$ cat src/rtl/uart_rx.sv
// uart_rx: 8N1 UART receiver with a two-flop input synchroniser, a mid-bit
// sampling FSM and a one-entry valid/ready holding register. Framing errors
// and overruns are reported as single-cycle pulses.
module uart_rx #(
    parameter int CLK_FREQ     = 50_000_000,
    parameter int BAUD         = 115200,
    parameter int CLKS_PER_BIT = CLK_FREQ / BAUD
) (
    input  logic       clk,
    input  logic       rst,
    input  logic       rx,
    input  logic       data_ready,
    output logic [7:0] rx_data,
    output logic       data_valid,
    output logic       frame_err,
    output logic       overrun,
    output logic       busy
);

    localparam int HALF  = CLKS_PER_BIT / 2;
    localparam int CNT_W = (CLKS_PER_BIT > 1) ? $clog2(CLKS_PER_BIT) : 1;

    localparam logic [CNT_W-1:0] HALF_M1 = CNT_W'(HALF - 1);
    localparam logic [CNT_W-1:0] BIT_M1  = CNT_W'(CLKS_PER_BIT - 1);
    localparam logic [CNT_W-1:0] CNT_ONE = CNT_W'(1);

    localparam logic [1:0] S_IDLE  = 2'd0;
    localparam logic [1:0] S_START = 2'd1;
    localparam logic [1:0] S_DATA  = 2'd2;
    localparam logic [1:0] S_STOP  = 2'd3;

    generate
        if (CLKS_PER_BIT < 4) begin : g_bad_clks_per_bit
            $error("uart_rx: CLKS_PER_BIT must be at least 4");
        end
    endgenerate

    logic             r_rx_meta;
    logic             r_rx_s;
    logic [1:0]       r_state;
    logic [CNT_W-1:0] r_cnt;
    logic [2:0]       r_bit_idx;
    logic [7:0]       r_shift;
    logic             r_load;
    logic [7:0]       r_rx_data;
    logic             r_data_valid;
    logic             r_frame_err;
    logic             r_overrun;

    // Two-flop synchroniser for the asynchronous serial pin; idles high.
    always_ff @(posedge clk) begin
        if (rst) begin
            r_rx_meta <= 1'b1;
            r_rx_s    <= 1'b1;
        end else begin
            r_rx_meta <= rx;
            r_rx_s    <= r_rx_meta;
        end
    end

    // Frame FSM: detect start, sample each bit at its centre, check the stop bit.
    always_ff @(posedge clk) begin
        if (rst) begin
            r_state     <= S_IDLE;
            r_cnt       <= '0;
            r_bit_idx   <= '0;
            r_shift     <= '0;
            r_load      <= 1'b0;
            r_frame_err <= 1'b0;
        end else begin
            r_load      <= 1'b0;
            r_frame_err <= 1'b0;
            case (r_state)
                S_IDLE: begin
                    r_cnt <= '0;
                    if (!r_rx_s) begin
                        r_state <= S_START;
                    end
                end
                S_START: begin
                    if (r_cnt == HALF_M1) begin
                        r_cnt     <= '0;
                        r_bit_idx <= '0;
                        r_state   <= r_rx_s ? S_IDLE : S_DATA;
                    end else begin
                        r_cnt <= r_cnt + CNT_ONE;
                    end
                end
                S_DATA: begin
                    if (r_cnt == BIT_M1) begin
                        r_cnt     <= '0;
                        r_shift   <= {r_rx_s, r_shift[7:1]};
                        r_bit_idx <= r_bit_idx + 3'd1;
                        if (r_bit_idx == 3'd7) begin
                            r_state <= S_STOP;
                        end
                    end else begin
                        r_cnt <= r_cnt + CNT_ONE;
                    end
                end
                default: begin
                    // Leaving at mid-stop-bit keeps a back-to-back start edge visible.
                    if (r_cnt == BIT_M1) begin
                        r_cnt       <= '0;
                        r_state     <= S_IDLE;
                        r_load      <= r_rx_s;
                        r_frame_err <= ~r_rx_s;
                    end else begin
                        r_cnt <= r_cnt + CNT_ONE;
                    end
                end
            endcase
        end
    end

    // One-entry holding register: load a good byte, drain on data_ready, flag overrun.
    always_ff @(posedge clk) begin
        if (rst) begin
            r_rx_data    <= '0;
            r_data_valid <= 1'b0;
            r_overrun    <= 1'b0;
        end else begin
            r_overrun <= 1'b0;
            if (r_load) begin
                if (!r_data_valid || data_ready) begin
                    r_rx_data    <= r_shift;
                    r_data_valid <= 1'b1;
                end else begin
                    r_overrun <= 1'b1;
                end
            end else if (data_ready) begin
                r_data_valid <= 1'b0;
            end
        end
    end

    assign rx_data    = r_rx_data;
    assign data_valid = r_data_valid;
    assign frame_err  = r_frame_err;
    assign overrun    = r_overrun;
    assign busy       = (r_state != S_IDLE);

endmodule
$ cat config.mk
export PLATFORM = sky130hd
export DESIGN_NAME = uart_rx
export DESIGN_NICKNAME = d
export VERILOG_FILES = /design/src/rtl/uart_rx.sv
export SDC_FILE = /design/constraint.sdc
export NUM_CORES = 1
export LEC_CHECK = 0
export ABC_AREA = 1
export CAP_MARGIN = 5
export CORE_ASPECT_RATIO = 1.4
export CORE_UTILIZATION = 40
export DETAILED_ROUTE_END_ITERATION = 12
export MAX_ROUTING_LAYER = met4
export PLACE_DENSITY = 0.66
export SLEW_MARGIN = 5
export SYNTH_ARGS = -nofsm -noshare
export SYNTH_HDL_FRONTEND = slang
export SYNTH_SLANG_ARGS = --single-unit
$ cat constraint.sdc
create_clock -name clk -period 1.7 [get_ports clk]
set_input_delay 0.34 -clock clk [delete_from_list [all_inputs] [get_ports clk]]
set_output_delay 0.34 -clock clk [all_outputs]
set_load 0.01 [all_outputs]
==> flow_summary.yaml, run 1 <==
route:
  dr.first_iter.drc_count: 21
  via_per_inst: 4.68
  drc: 0
  ant_nets: 0
  avgRoutedWirePerCell_microns: 10.7
  vias: 1197
  drtPass1Iterations: 4
  routed_wl_microns: 2730
global_route:
  grt_pass1_vias: 1113
  gr-total-overflow: 0
  antenna_found_initial: 0
  grt_first_pass_wirelength_microns: 4420
  grt_max_degree: 18
  grtUsageTotal_pct: 16.4
yosys:
  synthesis.instances: 190
  synthTopCellsByCount: "36 x dfxtp_1, 27 x nor2_1, 26 x inv_1"
  synthesis.nets: 202
  ys_warn_count: 0
  yosys-top-cells-area: "dfxtp_1 48%, nor2_1 6.7%, a21oi_1 6.6%"
  syn_area_sq_um: 1520
  synth-seq-cells: 36
  synth-async-reset-ratio_pct: 0
  avgSynthCellArea_sq_um: 7.98
  synth_flop_cell: "dfxtp_1"
  synth.largest_area_cell: "dfxtp_1"
  ys_seq_area_share_pct: 47.5
  synth.distinct_cells: 23
  synth.most_common_cell: "dfxtp_1"
  synth.top_cell.area_share_pct: 47.5
  synth_edf_count: 0
layout:
  antenna_cells: 0
  layout.nets: 225
  drive_gt1_share_pct: 10.7
  syn2layout_area_growth_pct: 22.5
  fillers: 370
  seqCellArea_sq_um: 722
  multiInputGateArea_sq_um: 669
  postLayoutCoreUtil_pct: 51.0
clocking:
  clock_sinks: 36
  cts.path.max_buffers: 2
  hold_buffers: 0
  path_clk_slew_ps: 70
  cts_htree_levels: 2
  postCtsSetupRepairBufs: 0
  tritoncts: "built"
  clock_latency_ps: 290
  numCtsBuffers: 5
  root_buffer: "clkbuf_8"
sta:
  min_period_ps: 1590
  fin_crit_sh_pct: 93.2
  max_freq_mhz: 631
  timing.hold.ws_ps: 409
  fin_skew_ps: 4.19
  fin_ws_ps: 115
  fin_setup_tns_ps: 0
  setup_violations: 0
  rsz0062_at_grt: "no"
  finalMaxSlewViolations: 0
  slew-limit-headroom_pct: 79.4
  finalHoldViolCount: 0
  tightest_slew_ps: 306
power_and_ir_drop:
  power_mw: 1.94
  leakagePower_nw: 0.780
  peakVddDrop_mv: 0.600
  power.density_nw_per_um2: 1040
floorplanning:
  dieArea_sq_um: 4050
  dieHeight_microns: 74.9
  fp.coreArea_sq_um: 3640
  die_x_microns: 54.0
  rows: 26
  num_io_pins: 16
  start_util_pct: 41.6
worst_setup_path:
  timing.rr.start: "r_state[0]"
  rrSetupSlack_ps: 190
  r2r_cells: 10
  worstPathArrival_ps: 1250
  crit_required_ps: 1360
  crit_path_end_kind: "output port"
  cp_max_fo: 4
  r2r_end: "r_state[0]"
  crit_type: "reg -> out"
  worstSetupStartpointType: "flop"
min_path:
  hold_start: "r_rx_meta"
  hp-class: "reg -> reg"
  hold_end: "r_rx_s"
  hold_path_depth: 1
placement:
  post-place-ws_ps: 146
  place.gp.congestion: 0.806
  dpl.hpwl_microns: 1950
  io_buffers: 15
job:
  cap_violations: 0
run_status:
  outcome: "complete, no violations"
-- sequential cells by signal (all words and copies together) (netlist names), 2 cells and up --
register / flops
r_bit_idx: 3
r_cnt: 9
r_state: 2
r_shift: 8
rx_data: 8
-- worst max-delay path by stage --
stage	from	endpoint	cells after the start
CTS	r_state[1]	busy	4
finish	r_state[1]	busy	4
global placement	r_state[0]	busy	4
floorplan	r_state[0]	r_state[0]	10
detailed placement	r_state[0]	busy	4
global route	r_cnt[0]	r_cnt[2]	9
-- cell families (layout without fill, tap and decap cells) --
kind of cell | after synthesis | count (layout) | share of synthesized area [%]
and+or+nand+nor | 71 | 71 | 21.6
adders and majority gates | 8 | 8 | 6.60
DFF | 36 | 36 | 47.5
AOI/OAI and AO/OA | 39 | 39 | 12.9
buffers and inverters | 31 | 55 | 8.50
xor gates and xnor gates | 5 | 5 | 2.89
-- per-stage QoR --
stage,cell area (sq um),instances
CTS,1860,256
global placement,1730,248
detailed placement,1730,248
floorplan,1520,190
global route,1860,256
finish,1860,256
-- critical path, stage by stage (launching register included) --
cell	delay, ps
dfxtp_1	360
inv_1	100
ha_1	200
inv_1	50
dlygate4sd2_1	250
-- routing by layer --
metal  wire length (microns)  part of all wire (%)  global-route usage, %  vias to the layer above
met5                       0                     0                      -                        -
met4                      78                   2.9                   10.3                        0
met3                      76                   2.8                   5.45                        7
met2                    1370                    50                   28.3                       12
met1                    1210                    44                   15.0                      528
li1                        -                     -                      -                      650
-- layout by cell type, fill, tap and decap left out, drive strengths merged --
| cell type | count |
|---|---|
| nand3 | 6 |
| xnor2 | 1 |
| nor3b | 1 |
| ha | 8 |
| clkbuf | 7 |
| clkdlybuf4s50 | 14 |
| inv | 27 |
| bufinv | 1 |
| dlygate4sd2 | 1 |
| dfxtp | 36 |
| or2 | 2 |
| nand2 | 24 |
| nor3 | 5 |
| o21ai | 19 |
| nand4 | 3 |
| buf | 5 |
| xor2 | 4 |
| nor2 | 30 |
| a21oi | 20 |
-- power by group --
| part | internal, mW | switching, mW |
|---|---|---|
| clock network | 0.517 | 0.302 |
| registers | 0.864 | 0.0180 |
| logic | 0.0918 | 0.149 |
-- timing repair --
item,4_1_cts,5_1_grt
endpoints found under the hold margin,0,0
endpoints found under the setup margin,1,1
pin swaps,0,0
gates resized for setup,2,1
-- cell type report --
cell class	instances	area share, %
tap	42	2.83
clock inverter	1	1.62
timing repair buffer	20	10.0
clock buffer	7	5.19
multi-input combinational	123	36.0
sequential	36	38.9
inverter	27	5.45
Note: power is estimated with default switching activity, not from simulation.
==> run 2, diff against run 1 <==
==> constraint.sdc (replaced) <==
create_clock -name clk -period 1.7 [get_ports clk]
set_input_delay 0.255 -clock clk [delete_from_list [all_inputs] [get_ports clk]]
set_output_delay 0.255 -clock clk [all_outputs]
set_load 0.01 [all_outputs]
==> run 2 against run 1 <==
Effect of this change: combinational power fell by 5%; critical path depth did not move; count of clock-buffer cells in the layout fell by 1; critical endpoint unchanged.
==> flow_summary.yaml, run 2 (synthesis gave the netlist of run 1 again) <==
global_route:
  grt.met2_usage_pct: 28.9
  grtUsageTotal_pct: 16.8
  grt_max_degree: 18
  grt_busiest_layer: "met2"
  use_met1_pct: 15.0
  gr-total-overflow: 0
  grt_pass1_vias: 1143
  met3_usage_pct: 6.06
  antenna_found_initial: 0
  grt_first_pass_wirelength_microns: 4600
clocking:
  tritoncts: "built"
  cts.path.max_buffers: 2
  clock_sinks: 36
  cts_htree_levels: 2
  root_buffer: "clkbuf_8"
  path_clk_slew_ps: 70
  clock_latency_ps: 290
  hold_buffers: 0
  numCtsBuffers: 5
floorplanning:
  fp.coreArea_sq_um: 3640
  dieHeight_microns: 74.9
  die_x_microns: 54.0
  dieArea_sq_um: 4050
  start_util_pct: 41.6
  num_io_pins: 16
  rows: 26
power_and_ir_drop:
  power_frac_seq_pct: 47.8
  power_frac_comb_pct: 12.4
  pwr-share-clk_pct: 39.8
  leakagePower_nw: 0.790
  power.density_nw_per_um2: 991
  cell_internal_pwr_mw: 1.38
  switching_share_pct: 25.1
  p_switching_uw: 463
  peakVddDrop_mv: 0.665
sta:
  min_period_ps: 1550
  fin_ws_ps: 148
  max_freq_mhz: 644
  finalHoldViolCount: 0
  fin_skew_ps: 6.72
  setup_violations: 0
  fin_crit_sh_pct: 91.3
  finalMaxSlewViolations: 0
  tightest_slew_ps: 336
  fin_setup_tns_ps: 0
  slew-limit-headroom_pct: 77.5
  rsz0062_at_grt: "no"
layout:
  final_cell_mix: "35 x dfxtp_1, 27 x nor2_1, 25 x inv_1"
  final_cell_area_sq_um: 1860
  drive_gt1_share_pct: 11.5
  fillers: 371
  largest_reg_flops: 9
  layout.nets: 228
  layout_commonest_cell: "dfxtp_1"
  fin_cells: 259
  syn2layout_area_growth_pct: 22.6
  top_register: "r_cnt"
  antenna_cells: 0
worst_setup_path:
  worstPathArrival_ps: 1300
  crit_required_ps: 1440
  timing.rr.start: "r_cnt[0]"
  crit_type: "reg -> out"
  crit_path_end_kind: "output port"
  cp_max_fo: 5
  worstSetupStartpointType: "flop"
  r2r_cells: 9
  endpoint: "busy"
  worst_setup_path_startpoint: "r_state[1]"
  rrSetupSlack_ps: 210
  r2r_end: "r_cnt[2]"
job:
  cap_violations: 0
placement:
  io_buffers: 15
  post-place-ws_ps: 139
  dpl.hpwl_microns: 1950
  place_area_sq_um: 1710
  place.gp.congestion: 0.790
  placed_cells: 246
min_path:
  hold_path_depth: 1
  hp-class: "reg -> reg"
route:
  ant_nets: 0
  via_per_inst: 4.77
  routed_wl_microns: 2780
  avgRoutedWirePerCell_microns: 10.7
  drc: 0
  drtPass1Iterations: 4
  dr.first_iter.drc_count: 54
  vias: 1235
run_status:
  outcome: "complete, no violations"
==> run 2: cell types whose count changed in the layout (fill, tap and decap cells not counted), sizes merged <==
cell | before | now
clkinv | 0 | 1
buf | 5 | 8
clkbuf | 7 | 6
==> run 2: cell type report <==
class	instances	area, sq um	area share (%)
clock inverters	2	35.0	1.88
well taps	42	52.6	2.83
repair buffers	23	209	11.2
inverters	27	101	5.45
multi-input cells	123	667	35.9
clock buffers	6	72.6	3.90
flip-flops and latches	36	722	38.8
==> run 2: how the worst min path moves through the flow <==
stage	startpoint	endpoint	slack, ps
detailed placement	r_rx_meta	r_rx_s	400
floorplan	rx	r_rx_meta	360
finish	r_rx_meta	r_rx_s	420
CTS	r_rx_meta	r_rx_s	420
global placement	r_rx_meta	r_rx_s	390
global route	r_rx_meta	r_rx_s	450
==> run 2: critical path, stage by stage (launching register included) <==
cell           delay [ps]
dfxtp_1               360
inv_1                  90
ha_1                  230
inv_1                  60
dlygate4sd2_1         260
==> run 2: metrics by stage <==
| step | power [mW] | hold WS, ps | utilization (%) |
|---|---|---|---|
| 2_1_floorplan | 1.06 | 359 | - |
| 3_3_place_gp | 1.13 | 392 | 47.0 |
| 3_5_place_dp | 1.13 | 403 | 47.0 |
| 4_1_cts | 1.87 | 420 | 50.0 |
| 5_1_grt | 1.94 | 451 | 51.0 |
| 6_report | 1.84 | 419 | 51.0 |
==> run 2: power by group through the flow <==
stage          sequential, mW  clock [mW]  combinational (mW)
2_1_floorplan           0.895           0               0.169
3_3_place_gp            0.897           0               0.230
3_5_place_dp            0.898           0               0.231
4_1_cts                 0.880       0.756               0.230
5_1_grt                 0.886       0.793               0.258
6_report                0.881       0.733               0.229
==> run 2: repair_timing <==
item / 4_1_cts / 5_1_grt
setup endpoints to repair: 1 / 2
gates resized for setup: 2 / 1
pin swaps: 0 / 1
buffers inserted: 0 / 5
==> run 2: layer usage <==
layer	vias up	part of all wire, %
met2	12	51
met3	6	2.6
met5	-	0
li1	652	-
met4	0	3.0
met1	565	44
